`config.mk`:
```
export PLATFORM = sky130hd
export DESIGN_NAME = display_scan_scheduler_flat
export DESIGN_NICKNAME = d
export VERILOG_FILES = /design/src/rtl/display_scan_scheduler_if.sv /design/src/rtl/display_scan_scheduler.sv /design/src/flat_wrapper.sv
export SDC_FILE = /design/constraint.sdc
export NUM_CORES = 1
export LEC_CHECK = 0
export BUFFER_PORTS_ARGS = -buffer_cell sky130_fd_sc_hd__buf_2
export CELL_PAD_IN_SITES_DETAIL_PLACEMENT = 1
export CELL_PAD_IN_SITES_GLOBAL_PLACEMENT = 1
export CORE_ASPECT_RATIO = 0.8
export CORE_MARGIN = 10
export CORE_UTILIZATION = 35
export DETAILED_ROUTE_END_ITERATION = 8
export GPL_ROUTABILITY_DRIVEN = 0
export PLACE_DENSITY = 0.7
export SYNTH_ARGS = -nofsm -noshare
export SYNTH_HDL_FRONTEND = slang
export SYNTH_SLANG_ARGS = --single-unit
```
`constraint.sdc`:
```
create_clock -name Clk -period 3.4 [get_ports Clk]
set_clock_uncertainty 0.05 [all_clocks]
set_input_delay 0.85 -clock Clk [delete_from_list [all_inputs] [get_ports Clk]]
set_output_delay 0.85 -clock Clk [all_outputs]
set_load 0.02 [all_outputs]
```
`src/rtl/display_scan_scheduler_if.sv`:
```
// Display scan scheduler bundle: per-digit data
// in from the datapath, multiplexed pins out.
interface display_scan_scheduler_if #(
  parameter int NUM_DIGITS = 4
);
  localparam int AW = $clog2(NUM_DIGITS);

  logic [NUM_DIGITS-1:0]   DigitEnable;
  logic [4*NUM_DIGITS-1:0] DigitData;
  logic [NUM_DIGITS-1:0]   DpIn;
  logic [NUM_DIGITS-1:0]   An;
  logic [6:0]              Seg;
  logic                    Dp;
  logic [AW-1:0]           ActiveDigit;
  logic                    FrameDone;

  modport master (
    output DigitEnable, DigitData, DpIn,
    input  An, Seg, Dp, ActiveDigit, FrameDone
  );

  modport slave (
    input  DigitEnable, DigitData, DpIn,
    output An, Seg, Dp, ActiveDigit, FrameDone
  );
endinterface

```
`src/rtl/display_scan_scheduler.sv`:
```
// Round-robin seven-segment scan with blanking
// gap between digits, stepped by RefreshClk rises.
module display_scan_scheduler #(
  parameter int NUM_DIGITS   = 4,
  parameter int BLANK_CYCLES = 16
) (
  input logic Clk,
  input logic Reset,
  input logic RefreshClk,
  display_scan_scheduler_if.slave bus
);
  localparam int AW = $clog2(NUM_DIGITS);
  localparam int CW = $clog2(BLANK_CYCLES + 1);
  localparam logic [AW-1:0] LAST = AW'(NUM_DIGITS - 1);

  typedef enum logic [1:0] {
    IDLE,
    BLANK,
    SHOW
  } state_t;

  state_t state_q, state_d;
  logic [AW-1:0] act_q, act_d;
  logic [AW-1:0] prev_q, prev_d;
  logic [CW-1:0] cnt_q, cnt_d;
  logic refresh_q;
  logic rise;
  logic found;
  logic [AW-1:0] nxt;
  logic [AW-1:0] cand;
  logic [3:0] hex [NUM_DIGITS];

  logic [NUM_DIGITS-1:0] an_q, an_d;
  logic [6:0] seg_q, seg_d;
  logic dp_q, dp_d;
  logic fd_q, fd_d;

  function automatic logic [6:0] decode(
    input logic [3:0] h
  );
    logic [6:0] s;
    case (h)
      4'h0: s = 7'h40;
      4'h1: s = 7'h79;
      4'h2: s = 7'h24;
      4'h3: s = 7'h30;
      4'h4: s = 7'h19;
      4'h5: s = 7'h12;
      4'h6: s = 7'h02;
      4'h7: s = 7'h78;
      4'h8: s = 7'h00;
      4'h9: s = 7'h10;
      4'hA: s = 7'h08;
      4'hB: s = 7'h03;
      4'hC: s = 7'h46;
      4'hD: s = 7'h21;
      4'hE: s = 7'h06;
      default: s = 7'h0E;
    endcase
    return s;
  endfunction

  for (genvar gi = 0; gi < NUM_DIGITS; gi++) begin : g_hex
    assign hex[gi] = bus.DigitData[4*gi +: 4];
  end

  assign rise = RefreshClk & ~refresh_q;

  // Find the first enabled digit after the current one,
  // wrapping round so the current digit is tried last.
  always_comb begin
    found = 1'b0;
    nxt   = act_q;
    cand  = '0;
    for (int k = 1; k <= NUM_DIGITS; k++) begin
      cand = AW'((int'(act_q) + k) % NUM_DIGITS);
      if (!found && bus.DigitEnable[cand]) begin
        found = 1'b1;
        nxt   = cand;
      end
    end
  end

  // Next state: rises are only honoured outside BLANK.
  always_comb begin
    state_d = state_q;
    act_d   = act_q;
    prev_d  = prev_q;
    cnt_d   = cnt_q;
    case (state_q)
      IDLE: begin
        if (rise && found) begin
          state_d = BLANK;
          prev_d  = act_q;
          act_d   = nxt;
          cnt_d   = CW'(BLANK_CYCLES);
        end
      end
      BLANK: begin
        if (cnt_q > CW'(1)) begin
          cnt_d = cnt_q - CW'(1);
        end else begin
          state_d = SHOW;
          cnt_d   = '0;
        end
      end
      SHOW: begin
        if (rise) begin
          if (found) begin
            state_d = BLANK;
            prev_d  = act_q;
            act_d   = nxt;
            cnt_d   = CW'(BLANK_CYCLES);
          end else begin
            state_d = IDLE;
          end
        end else if (!bus.DigitEnable[act_q]) begin
          state_d = IDLE;
        end
      end
      default: state_d = IDLE;
    endcase
  end

  // Pin values for the coming cycle; blank unless showing.
  always_comb begin
    an_d  = '1;
    seg_d = 7'h7F;
    dp_d  = 1'b1;
    fd_d  = 1'b0;
    if (state_d == SHOW) begin
      an_d  = ~(NUM_DIGITS'(1) << act_d);
      seg_d = decode(hex[act_d]);
      dp_d  = ~bus.DpIn[act_d];
    end
    if (state_q == BLANK && state_d == SHOW) begin
      fd_d = (act_q <= prev_q);
    end
  end

  // State, edge detector and registered pins.
  always_ff @(posedge Clk or posedge Reset) begin
    if (Reset) begin
      state_q   <= IDLE;
      act_q     <= LAST;
      prev_q    <= LAST;
      cnt_q     <= '0;
      refresh_q <= 1'b1;
      an_q      <= '1;
      seg_q     <= 7'h7F;
      dp_q      <= 1'b1;
      fd_q      <= 1'b0;
    end else begin
      state_q   <= state_d;
      act_q     <= act_d;
      prev_q    <= prev_d;
      cnt_q     <= cnt_d;
      refresh_q <= RefreshClk;
      an_q      <= an_d;
      seg_q     <= seg_d;
      dp_q      <= dp_d;
      fd_q      <= fd_d;
    end
  end

  assign bus.An          = an_q;
  assign bus.Seg         = seg_q;
  assign bus.Dp          = dp_q;
  assign bus.ActiveDigit = act_q;
  assign bus.FrameDone   = fd_q;
endmodule

```
`src/flat_wrapper.sv`:
```
// flat-port wrapper written by rule: the top's interface ports become plain ports
module display_scan_scheduler_flat 
#(
  parameter int NUM_DIGITS   = 4,
  parameter int BLANK_CYCLES = 16
)
  (Clk, Reset, RefreshClk, bus_DigitEnable, bus_DigitData, bus_DpIn, bus_An, bus_Seg, bus_Dp, bus_ActiveDigit, bus_FrameDone);
  display_scan_scheduler_if #(.NUM_DIGITS(NUM_DIGITS)) bus_i ();
  input logic Clk;
  input logic Reset;
  input logic RefreshClk;
  input wire logic [$bits(bus_i.DigitEnable)-1:0] bus_DigitEnable;
  input wire logic [$bits(bus_i.DigitData)-1:0] bus_DigitData;
  input wire logic [$bits(bus_i.DpIn)-1:0] bus_DpIn;
  output wire logic [$bits(bus_i.An)-1:0] bus_An;
  output wire logic [$bits(bus_i.Seg)-1:0] bus_Seg;
  output wire logic [$bits(bus_i.Dp)-1:0] bus_Dp;
  output wire logic [$bits(bus_i.ActiveDigit)-1:0] bus_ActiveDigit;
  output wire logic [$bits(bus_i.FrameDone)-1:0] bus_FrameDone;
  assign bus_i.DigitEnable = bus_DigitEnable;
  assign bus_i.DigitData = bus_DigitData;
  assign bus_i.DpIn = bus_DpIn;
  assign bus_An = bus_i.An;
  assign bus_Seg = bus_i.Seg;
  assign bus_Dp = bus_i.Dp;
  assign bus_ActiveDigit = bus_i.ActiveDigit;
  assign bus_FrameDone = bus_i.FrameDone;
  display_scan_scheduler #(.NUM_DIGITS(NUM_DIGITS), .BLANK_CYCLES(BLANK_CYCLES)) u_core (.Clk(Clk), .Reset(Reset), .RefreshClk(RefreshClk), .bus(bus_i));
endmodule
```
==> run summary <==
Syn nets -> 238
Hold path endpoint -> u_core.prev_q[0]
Routed wire length per instance -> 15.3 um
CTS tree -> built
Leak -> 0.985 nW
Vias in the first global route -> 1693
Met3 Track Usage GR -> 0.0203
RSZ-0062 raised after global routing -> false
Crit Reg-Reg Startpoint -> u_core.bus.ActiveDigit[1]
MaxCap Viol Count -> 0
Antenna violations before repair -> 0
Clock buffer depth -> 2
CP max stage delay -> 0.30 ns
1st-pass router iterations -> 4
Total Routing Usage GR -> 0.112
Hold path depth -> 2
Top-count cell post-synth -> nand2_1
Leading area contributor after synthesis -> dfstp_2
First-pass GRT wire length -> 8120 um
Sequential fraction of the synthesis area -> 0.349
R2R depth -> 12
Post-synth EDFFs -> 0
DR iter-0 viols -> 40
Worst setup EP type -> flip-flop
Post-CTS sizing -> 0
Syn Area/Cell -> 9.22 um^2
Critical path's top delay family -> simple AND/OR/NAND/NOR gates
ANT cells -> 0
Crit path time final -> 3.07 ns
Tightest Pin Transition -> 0.921 ns
Worst IR drop on VDD -> 0.357 mV
Register area -> 647 um^2
Worst path required time -> 3.52 ns
Clk slew on worst S/H paths -> 0.08 ns
# DRC -> 0
Hold_sp -> u_core.prev_q[0]
CP arrival -> 3.19 ns
Placed wire-length estimate -> 3960 um
Post-synth ARST share -> 1.00
Grt ovf -> 0
Syn Std Cell Area -> 0.00185 mm^2
Endpoints failing setup -> 0
Setup tns final -> 0 ns
Syn Inst Count -> 201
#FFs+latches synth -> 25
Ys Warns -> 0
FP Rows -> 23
Design Area, Final -> 0.00224 mm^2
CP max-delay cell -> and4b_1
Clock Tree Root -> clkbuf_8
DR vias -> 1641
Routed WL -> 4830 um
Status -> complete, no violations
Period utilization -> 0.904
Synth unique cells -> 54
Crit start category -> primary input
Fmax -> 325 MHz
Final Hold Viols -> 0
Multi-input gate area in the final layout -> 0.00111 mm^2
Crit path top cell by count -> nor2b_1
Post-CTS Setup Repair Bufs -> 0
Setup ws final -> 0.327 ns
Worst-skew pair later-pin latency -> 0.26 ns
Place WS -> 0.00403 ns
Count of buffer and inverter cells on the critical path -> 3
Final Power -> 0.00214 W
Die width -> 101 um
Clock sink count -> 25
Synth Flop Type -> dfstp_2
Number of fill cells -> 614
Worst R2R Setup Slack -> 0.36 ns
GR Util met1 -> 0.139
Crit path cell chain -> buf_2 -> nor2b_1 -> nor2b_1 -> and4b_1 -> nand2_1 -> xnor2_2 -> mux2i_1 -> mux2_2 -> buf_4 -> inv_2 -> ha_1 -> nor2b_1 -> o31ai_1
Fin nets -> 292
Avg Vias per Cell -> 5.19
Post-synth top area share -> 0.241
Crit path kind -> in2reg
Port Buffers -> 41
Reg-to-Reg End -> u_core.bus.Seg[0]
Starting Density -> 0.366
Synth top area cells -> dfstp_2 (24%), dfrtp_1 (11%), nand2_1 (7.9%), ha_1 (6.8%), mux2i_1 (3.2%)
Top Usage Layer GRT -> met2
Synth cell count leaders -> nand2_1 (39), dfstp_2 (17), o21ai_0 (11)
Slew HR -> 0.385
Antenna Nets Post-Route -> 0
Die Y -> 85.1 um
Core box area -> 0.00506 mm^2
Power Density -> 955 mW/mm^2
Pin count of the biggest net entering global routing -> 26
Share of layout cells above drive strength 1 -> 0.374
Largest fanout on the critical path -> 5
Die area -> 0.00862 mm^2
Hold Buf Count CTS -> 0
Worst Hold Class -> reg2reg
Inserted Clock Buffers -> 3
H-Tree Level Count -> 1
Area Overhead vs Synth -> 20.7%
Cell Area, Placed -> 0.00219 mm^2
Pins Over Slew Limit -> 0
GR Layer Usage met2 -> 0.195
Num ports -> 42
-- cell type report --
| cell class | count | share of cell area |
|---|---|---|
| Multi-Input combinational cell | 158 | 0.495 |
| Sequential cell | 25 | 0.289 |
| Timing Repair Buffer | 56 | 0.142 |
| Tap cell | 62 | 0.0347 |
| Inverter | 11 | 0.0185 |
| Clock buffer | 4 | 0.0201 |
-- how the worst max path moves through the flow --
stage	startpoint	to	slack, ns	cells past startpoint
CTS	RefreshClk	u_core.bus.Seg[0]	0.27	13
floorplan	bus_DigitEnable[3]	u_core.bus.Seg[3]	0.15	11
global route	RefreshClk	u_core.bus.Seg[0]	0.08	13
detailed placement	RefreshClk	u_core.bus.Seg[0]	0.004	13
global placement	RefreshClk	u_core.bus.Seg[3]	0.11	12
finish	RefreshClk	u_core.bus.Seg[0]	0.33	13
-- worst register-to-register path: stages (launching register included) --
cell and delay, ns:
dfstp_2 0.69, nand2_1 0.11, and3_1 0.19, and4b_1 0.33, nand2_1 0.13, xnor2_2 0.24
mux2i_1 0.10, mux2_2 0.28, buf_4 0.15, inv_2 0.10, ha_1 0.23, nor2b_1 0.06
o31ai_1 0.29
-- metal layers --
layer	up-vias	wire length, um
li1	830	-
met1	792	2240
met5	-	0
met4	0	29
met3	2	117
met2	17	2440
-- per-stage QoR --
stage | utilization | instances | hold slack (ns)
after floorplan | - | 201 | 0.410
after global placement | 0.433 | 312 | 0.424
after detailed placement | 0.433 | 312 | 0.436
after CTS | 0.441 | 316 | 0.448
after global routing | 0.441 | 316 | 0.477
final | 0.441 | 316 | 0.439
-- report_power, final --
group          switching, W  internal (W)  total [W]
Sequential        0.0000873      0.000445   0.000532
Combinational      0.000825      0.000605    0.00143
Clock             0.0000901     0.0000838   0.000174
Total               0.00100       0.00113    0.00214
-- registers in the layout (all words and copies together) (netlist names) --
name / count
u_core.refresh_q: 1
u_core.prev_q: 2
u_core.bus.An: 4
u_core.bus.FrameDone: 1
u_core.bus.ActiveDigit: 2
u_core.state_q: 2
u_core.bus.Dp: 1
u_core.bus.Seg: 7
u_core.cnt_q: 5
-- cell families after synthesis --
logic type / count (synthesis) / synth area share
AND/OR/NAND/NOR: 86 / 0.244
adder cells (fa/ha/maj): 10 / 0.0675
buffers and inverters: 18 / 0.0533
AO/OA/AOI/OAI: 51 / 0.212
multiplexers: 10 / 0.0648
XOR/XNOR: 1 / 0.00878
flip-flops: 25 / 0.349
-- layout by cell type (no fill, tap or decap), types with 2 or more instances in the layout --
cell / netlist / layout
o21ai_0: 11 / 11
nor3b_1: 2 / 2
a21oi_1: 8 / 8
buf_4: 0 / 15
a22oi_1: 4 / 4
inv_2: 2 / 2
nand2b_1: 6 / 6
nor2_1: 8 / 8
clkbuf_8: 0 / 3
nand3_1: 5 / 5
mux2_2: 2 / 2
ha_1: 10 / 10
mux2i_1: 6 / 6
inv_1: 9 / 9
a31oi_1: 2 / 2
o221ai_1: 2 / 2
a211o_1: 2 / 2
dfstp_2: 17 / 17
o31ai_1: 2 / 2
nand2_1: 39 / 39
nand3b_1: 2 / 2
dfrtp_1: 8 / 8
a211oi_1: 6 / 6
buf_2: 1 / 41
nor3_1: 9 / 9
nor2b_1: 4 / 4
No activity file was read; power rests on OpenSTA's default activity.
